<file path="src/rtl/top_hp.sv">
// top_hp: pulse-width meter.
// Counts the SYS_CLK edges at which the sampled PULSE level is high and
// publishes the count on OUT_REG when the pulse ends. The count saturates
// at 2^CNT_W-1 and does not wrap.
// Build option: define TOP_HP_SYNC_EN to add a two-flop synchronizer in
// front of edge detection. This suits a PULSE that is asynchronous to
// SYS_CLK. The measured width does not change; only the latency grows by
// two cycles.
module top_hp #(
   parameter int CNT_W = 5
) (
   input  logic             SYS_CLK,
   input  logic             A_RESET,
   input  logic             PULSE,
   output logic [CNT_W-1:0] OUT_REG
);

   localparam logic [CNT_W-1:0] CNT_MAX = '1;

   // Increment that sticks at full scale, so long pulses report the maximum.
   function automatic logic [CNT_W-1:0] sat_inc(input logic [CNT_W-1:0] v);
      if (v == CNT_MAX) begin
         return CNT_MAX;
      end
      return v + CNT_W'(1);
   endfunction

   logic             p_s;
   logic             p_d;
   logic             rise;
   logic             hold;
   logic             fall;
   logic [CNT_W-1:0] cnt;

`ifdef TOP_HP_SYNC_EN
   logic sync_p0;
   logic sync_p1;

   // Two-flop synchronizer that brings the asynchronous PULSE into the SYS_CLK domain.
   always_ff @(posedge SYS_CLK or negedge A_RESET) begin
      if (!A_RESET) begin
         sync_p0 <= 1'b0;
         sync_p1 <= 1'b0;
      end else begin
         sync_p0 <= PULSE;
         sync_p1 <= sync_p0;
      end
   end

   assign p_s = sync_p1;
`else
   assign p_s = PULSE;
`endif

   assign rise = p_s & ~p_d;
   assign hold = p_s & p_d;
   assign fall = ~p_s & p_d;

   // Delayed copy of the sampled level, used for edge detection.
   always_ff @(posedge SYS_CLK or negedge A_RESET) begin
      if (!A_RESET) begin
         p_d <= 1'b0;
      end else begin
         p_d <= p_s;
      end
   end

   // Width counter: starts at 1 on a rise, saturates while high, and is dumped into OUT_REG on a fall.
   always_ff @(posedge SYS_CLK or negedge A_RESET) begin
      if (!A_RESET) begin
         cnt     <= '0;
         OUT_REG <= '0;
      end else if (rise) begin
         cnt <= CNT_W'(1);
      end else if (hold) begin
         cnt <= sat_inc(cnt);
      end else if (fall) begin
         OUT_REG <= cnt;
         cnt     <= '0;
      end else begin
         cnt <= '0;
      end
   end

endmodule

</file>
<file path="config.mk">
export PLATFORM = sky130hd
export DESIGN_NAME = top_hp
export DESIGN_NICKNAME = d
export VERILOG_FILES = /design/src/rtl/top_hp.sv
export SDC_FILE = /design/constraint.sdc
export NUM_CORES = 1
export LEC_CHECK = 0
export BUFFER_PORTS_ARGS = -buffer_cell sky130_fd_sc_hd__buf_4
export CORE_UTILIZATION = 30
export CTS_BUF_LIST = sky130_fd_sc_hd__clkbuf_8
export DETAILED_ROUTE_END_ITERATION = 8
export MAX_ROUTING_LAYER = met4
export PLACE_DENSITY_LB_ADDON = 0.1
export SYNTH_ARGS = -nofsm -noshare
export SYNTH_HDL_FRONTEND = slang
export SYNTH_SLANG_ARGS = --single-unit
</file>
<file path="constraint.sdc">
create_clock -name SYS_CLK -period 1.23 [get_ports SYS_CLK]
set_clock_uncertainty 0.2 [all_clocks]
set_input_delay 0.123 -clock SYS_CLK [delete_from_list [all_inputs] [get_ports SYS_CLK]]
set_output_delay 0.123 -clock SYS_CLK [all_outputs]
set_load 0.02 [all_outputs]
</file>
# Word-level counts from Yosys, hierarchy flattened

Cells that the tools add are included.

Add/sub/neg operators: 1
Reduce and logical (&&, ||, !) cells: 1
Bitwise gates (word level): 7
Muxes and demuxes: 7
Equal/unequal tests: 1

Operators with widths:

| operator            | number |
|---|---|
| $mux 5              | 4 |
| $add 5x1->5 const B | 1 |
| $eq 5x5->1 const B  | 1 |
| $not 1->1           | 4 |
| $and 1x1->1         | 3 |
| $mux 1              | 3 |
| $reduce_and 3->1    | 1 |

Logic and storage cells: 20
Bits of input ports: 3
Output and inout port bits: 5
Register bits after elaboration: 11

# Logic depth before layout (Yosys ltp)

Gate-level depths: netlist (run 1).

Depth in word-level cells: 7
Mapped depth: 3
Depth with buffers taken out: 3

# Worst setup path before layout (run 1)

No wires, ideal clock.

Path kind: register -> register
From: reg cnt[0]
To: reg cnt[0]
Data arrival time: 0.838 ns
Path buffers: 0
Setup slack: 0.063 ns
Stages on the path, launching flop included: 4
Clock period less this slack: 1.167 ns
Cell sequence: dfrtp_1 ha_1 nand4_1 a31oi_1

Longest elaborated chain between the ends: 7
Elaborated cells on any way between the ends: 8
Classes of those cells: add/sub: 1; eq/ne: 1; mux: 6

RTL lines:

| element                  | RTL line | text |
|---|---|---|
| start: declaration       | 33       | `logic [CNT_W-1:0] cnt;` |
| start signal: assignment | 76       | `cnt <= sat_inc(cnt);` |
| $eq 5x5->1               | 22       | `if (v == CNT_MAX) begin` |
| $mux 1                   | 22       |  |
| $mux 1                   | 75       | `end else if (hold) begin` |
| $mux 1                   | 73       | `end else if (rise) begin` |
| $mux 5 *                 | 25       | `return v + CNT_W'(1);` |
| $mux 5 *                 | 75       |  |
| $mux 5 *                 | 73       |  |

Mark *: on every way between the ends. The rest lies on a longest branch, timed or not. The select of a mux whose other input is x is not followed.
A chain may end at the register's enable or synchronous reset.

# Worst setup path in the final report (run 1)

From: reg cnt[0]
To: reg cnt[3]

The elaborated chain is that of the path after synthesis.

==> results of run 1 <==
-- power by group through the flow --
stage               Combinational, mW  Clock, mW  Sequential [mW]
floorplan                      0.0227          0            0.403
global placement               0.0682          0            0.391
detailed placement             0.0692          0            0.392
CTS                            0.0781      0.362            0.388
global route                   0.0893      0.376            0.392
finish                         0.0800      0.347            0.390
-- flip-flops by register name, summed over array words and instances (netlist names) --
| register | count |
|---|---|
| OUT_REG | 5 |
| p_d | 1 |
| cnt | 5 |
-- how the worst max path moves through the flow --
stage | end | from
final | cnt[3]$_DFF_PN0_ | cnt[0]$_DFF_PN0_
after global routing | cnt[0]$_DFF_PN0_ | cnt[0]$_DFF_PN0_
after CTS | cnt[0]$_DFF_PN0_ | cnt[1]$_DFF_PN0_
after detailed placement | cnt[0]$_DFF_PN0_ | cnt[1]$_DFF_PN0_
after global placement | cnt[0]$_DFF_PN0_ | cnt[1]$_DFF_PN0_
after floorplan | cnt[0]$_DFF_PN0_ | cnt[0]$_DFF_PN0_
-- final cells by class --
type,instances,area share
clock buffers,3,0.06962
clock inverters,1,0.006329
inverters,2,0.01266
multi-input cells,18,0.2637
flip-flops and latches,11,0.4641
well taps,15,0.03165
repair buffers,11,0.1519
-- placed cells by master (no fill, tap or decap), drive strengths merged --
cell type	instances
nand3	1
a21oi	3
nor2	1
dlygate4sd3	3
nand4	1
xor2	1
a31oi	2
inv	3
dfrtp	11
buf	8
mux2	5
clkbuf	3
xnor2	1
nand2	2
ha	1
-- layer usage --
metal | vias up | routed length (um) | global-route usage
li1 | 137 | - | -
met1 | 137 | 329 | 0.1444
met2 | 8 | 415 | 0.2295
met3 | 2 | 41 | 0.05114
met4 | 0 | 27 | 0.1034
met5 | - | 0 | -
-- critical path, stage by stage (launching register included) --
cell and delay, ps:
dfrtp_1 420, buf_4 160, nand3_1 90, xor2_1 150, a21oi_1 80
-- what timing repair did --
item / 4_1_cts / 5_1_grt
pin swaps: 2 / 2
endpoints found under the hold margin: 13 / 0
resized for setup: 1 / 2
endpoints found under the setup margin: 2 / 9
hold buffers: 3 / 0
-- cells by family after synthesis --
group,share of synthesized area
compound gates,0.06527
xor+xnor,0.04155
fa+ha+maj,0.02967
buf+inv,0.01781
flops,0.6528
mux,0.1335
simple gates,0.05934
==> reports/results.txt, run 1 <==
htree depth: 1
DIE AREA: 1559 um^2
Setup TNS Final: 0 ps
DRT iter0 DRCs: 4
Hold Path Sink: cnt[2]$_DFF_PN0_
fin. max-slew vios: 0
critical path data required time: 1150 ps
final hold vios: 0
CP Class: register to register
Multi-input gate area: 156.4 um^2
min cycle time layout: 1215 ps
layout cells sized above 1: 0.3913
vias in the first global route: 305
number of flops mapped to enable cells by yosys: 0
# diodes: 0
MaxCap Viol Count: 0
status: completed
dpl cells: 54
Post-Route Utilization: 0.4558
Placed Area: 500.5 um^2
drt pass-1 iters: 2
vias per std cell: 4.656
Placement Setup Slack: -37.10 ps
final wirelength: 814 um
global-route wire length before repair: 1.311 mm
Vias: 284
critical path fanouts, max: 3
yosys warns: 0
Setup Fix Bufs, Post-CTS: 0
RSZ-0062 raised after global routing: true
clock network fraction of total power: 0.424
Yosys reg bits: 11
fillers: 128
final layout net count: 51
initial cell density of the core: 0.3240
Max-slew headroom: 0.8809
Sequential Power Share: 0.478
Inserted Clock Buffers: 3
Peak VDD IR: 705.8 uV
CTS tree: done
Worst EP arrival: 1130 ps
Post-synth top flop: dfrtp_1
Yosys cell types: 13
Layout Cells excl Fill: 61
CP Capture Type: register
FF-to-FF setup slack: 20 ps
Layout area overhead: 40.65%
Post-DP HPWL: 554.2 um
Die W: 39.49 um
sequential area share after synthesis: 0.6528
clock tree buffer depth: 2
Cells after Synth: 31
beginning of the worst hold path: PULSE
transition time of the tightest slew-check pin: 178.1 ps
Wirelength per Cell: 13.34 um
clock root cell: clkbuf_8
Port Buffers: 7
P_int: 637.2 uW
final instance area: 593.1 um^2
gp weighted congestion: 0.7937
R2R Path Start: cnt[0]$_DFF_PN0_
Critical Path Source Type: register
total power: 817.4 uW
Syn Area/Cell: 13.60 um^2
global route overflow: 0
synth cell count leaders: dfrtp_1 (11), mux2_2 (5), a21oi_1 (3)
Comb power frac: 0.098
worst hold path type: input port to register
R2R depth: 4
initial antenna violation count: 0
row count: 13
worst skew pair latency: 240 ps
Sw Pwr: 180.2 uW
Yosys top cell area share: 0.6528
Remaining DRCs: 0
cell area after synthesis: 421.7 um^2
I/O pin cnt: 8
Yosys top cell by area: dfrtp_1
R2R Path End: cnt[3]$_DFF_PN0_
CTS sink cnt: 11
register area: 275.3 um^2
top post-synthesis cells by area: dfrtp_1 (65%), mux2_2 (13%), a21oi_1 (3.6%)
Sw Ratio: 0.2204
Final setup viols: 0
top-count cell post-synth: dfrtp_1
antenna-violating nets left: 0
FMAX: 823.2 MHz
Syn Nets: 35
Pleak: 0.2923 nW
die height: 39.49 um
asr flop ratio synth: 1.000
power per cell area: 1378 nW/um^2
GRT Overall Usage: 0.1439
final worst slack: 15.23 ps
Hold Path Depth: 3
largest net degree at the start of global routing: 12
fin crit share: 0.9876
WHS: 25.52 ps
clock-pin slew of the registers on the worst-case setup and hold paths: 50 ps
Core Footprint: 1301 um^2
No activity file was read; power rests on OpenSTA's default activity.
==> run 2, diff against run 1 <==
SETUP_SLACK_MARGIN = 0.3   (was unset)
==> run 2 against run 1 <==
The flow now finishes with violations (negative hold slack, negative setup slack). Worst setup slack lost 47 ps. Wire length down 0.25%. First-iteration DRC count is 25% lower. Non-clock buffer count rose by 5. Hold slack worse by 27 ps. Combinational power is 20% higher. Core utilization rose by 5.0 points. Critical path type unchanged. Largest cell class unchanged. Largest power group unchanged.
==> reports/results.txt, run 2 (synthesis results as in run 1) <==
status: finished, violations left
failing checks: negative hold slack, negative setup slack
DIE AREA: 1559 um^2
met1 WL: 367 um
CP Class: register to register
Die W: 39.49 um
dpl cells: 53
drt pass-1 iters: 4
most common cell after layout, fill and taps aside: dfrtp_1
final instance area: 658.1 um^2
CP Capture Type: register
worst skew pair latency: 230 ps
htree depth: 1
Peak VDD IR: 951.4 uV
critical path fanouts, max: 3
# diodes: 0
WHS: -1.015 ps
wire length on met2: 407 um
largest net degree at the start of global routing: 12
Setup TNS Final: -48.36 ps
clock-pin slew of the registers on the worst-case setup and hold paths: 50 ps
die height: 39.49 um
I/O pin cnt: 8
RSZ-0062 raised after global routing: true
cell family with most CP delay: flip-flops
row count: 13
vias in the first global route: 306
Core Footprint: 1301 um^2
worst hold path type: input port to register
MaxCap Viol Count: 0
CTS tree: done
min cycle time layout: 1262 ps
Critical Path Source Type: register
initial antenna violation count: 0
Slowest Stage Delay on Critical Path: 420 ps
fin. max-slew vios: 0
most frequent cells in the layout: dfrtp_1 (11), buf_4 (9), buf_6 (5)
global route overflow: 0
Max-slew headroom: 0.8523
Pleak: 0.3291 nW
Vias: 309
transition time of the tightest slew-check pin: 220.8 ps
DRT iter0 DRCs: 3
max layer used: met4
CP Cell Sequence: buf_4, buf_4, mux2_2
vias per std cell: 4.682
Wirelength per Cell: 12.30 um
Remaining DRCs: 0
CP bufs+invs: 2
Final setup viols: 2
CP max-delay cell: dfrtp_1
Layout area overhead: 56.08%
GRT Overall Usage: 0.1430
Post-Route Utilization: 0.5058
global-route wire length before repair: 1.338 mm
final hold vios: 1
Worst EP arrival: 1180 ps
power per cell area: 1256 nW/um^2
CTS sink cnt: 11
clock root cell: clkbuf_8
met3 wire len: 28 um
FMAX: 792.7 MHz
layout cells sized above 1: 0.4902
fin crit share: 1.026
gp weighted congestion: 0.7934
critical path data required time: 1140 ps
final wirelength: 812 um
antenna-violating nets left: 0
Placed Area: 505.5 um^2
final layout net count: 56
CP dominant cell by count: buf_4
clock tree buffer depth: 2
Layout Cells excl Fill: 66
Inserted Clock Buffers: 3
final worst slack: -31.53 ps
Port Buffers: 7
initial cell density of the core: 0.3240
biggest registers after layout: OUT_REG (5), cnt (5), p_d (1)
## run 2: cell count changes in the layout (fill, tap and decap cells not counted)
cell | previous run | this run
a21oi_2 | 0 | 1
a21oi_1 | 3 | 2
buf_4 | 8 | 9
mux2_4 | 0 | 2
buf_6 | 0 | 5
dlygate4sd3_1 | 3 | 2
mux2_2 | 5 | 3
## run 2: cell type report
class                   count  area, um^2
clock buffers               3       41.29
clock inverters             1       3.754
fillers                   118       643.1
inverters                   2       7.507
multi-input cells          18       167.7
flip-flops and latches     11       275.3
well taps                  15       18.77
repair buffers             16       143.9
## run 2: what timing repair did
action,4_1_cts,5_1_grt
buffers inserted,4,3
resized for setup,6,3
pin swaps,1,1
setup endpoints to repair,15,15
endpoints found under the hold margin,13,1
hold buffers,1,1
## run 2: worst paths after layout
check	from	end	slack (ps)	cells past startpoint
setup / recovery	cnt[0]$_DFF_PN0_	OUT_REG[0]$_DFFE_PN0P_	-30	3
hold / removal	PULSE	cnt[0]$_DFF_PN0_	-1	3
setup reg to reg	cnt[0]$_DFF_PN0_	OUT_REG[0]$_DFFE_PN0P_	-30	3
hold reg to reg	OUT_REG[1]$_DFFE_PN0P_	OUT_REG[1]$_DFFE_PN0P_	330	1
max in group asynchronous	A_RESET	p_d$_DFF_PN0_	620	2
min in group asynchronous	A_RESET	cnt[4]$_DFF_PN0_	60	2
## run 2: per-layer routing
metal / vias up / track usage
met2: 6 / 0.2172
met5: - / -
met4: 0 / 0.1034
met3: 2 / 0.03409
met1: 153 / 0.1636
li1: 148 / -
## run 2: worst register-to-register path: cells and delay by family (launching register included)
family / cells / cell delay, ps
buf+inv: 2 / 270
flops: 1 / 420
mux: 1 / 250
## run 2: metrics by stage
stage                     setup WS [ps]  power [mW]  hold WS [ps]
after global routing             -72.65      0.8662       -0.2756
after CTS                         44.15      0.8221        -183.8
after detailed placement          27.50      0.4619        -235.4
after global placement            49.20      0.4595        -241.1
after floorplan                   96.52      0.4285        -372.6
final                            -31.53      0.8264        -1.015
## run 2: report_power, final
group / internal [mW] / switching, mW
sequential: 0.378 / 0.0123
combinational: 0.0537 / 0.0423
clock: 0.218 / 0.122
total: 0.649 / 0.177
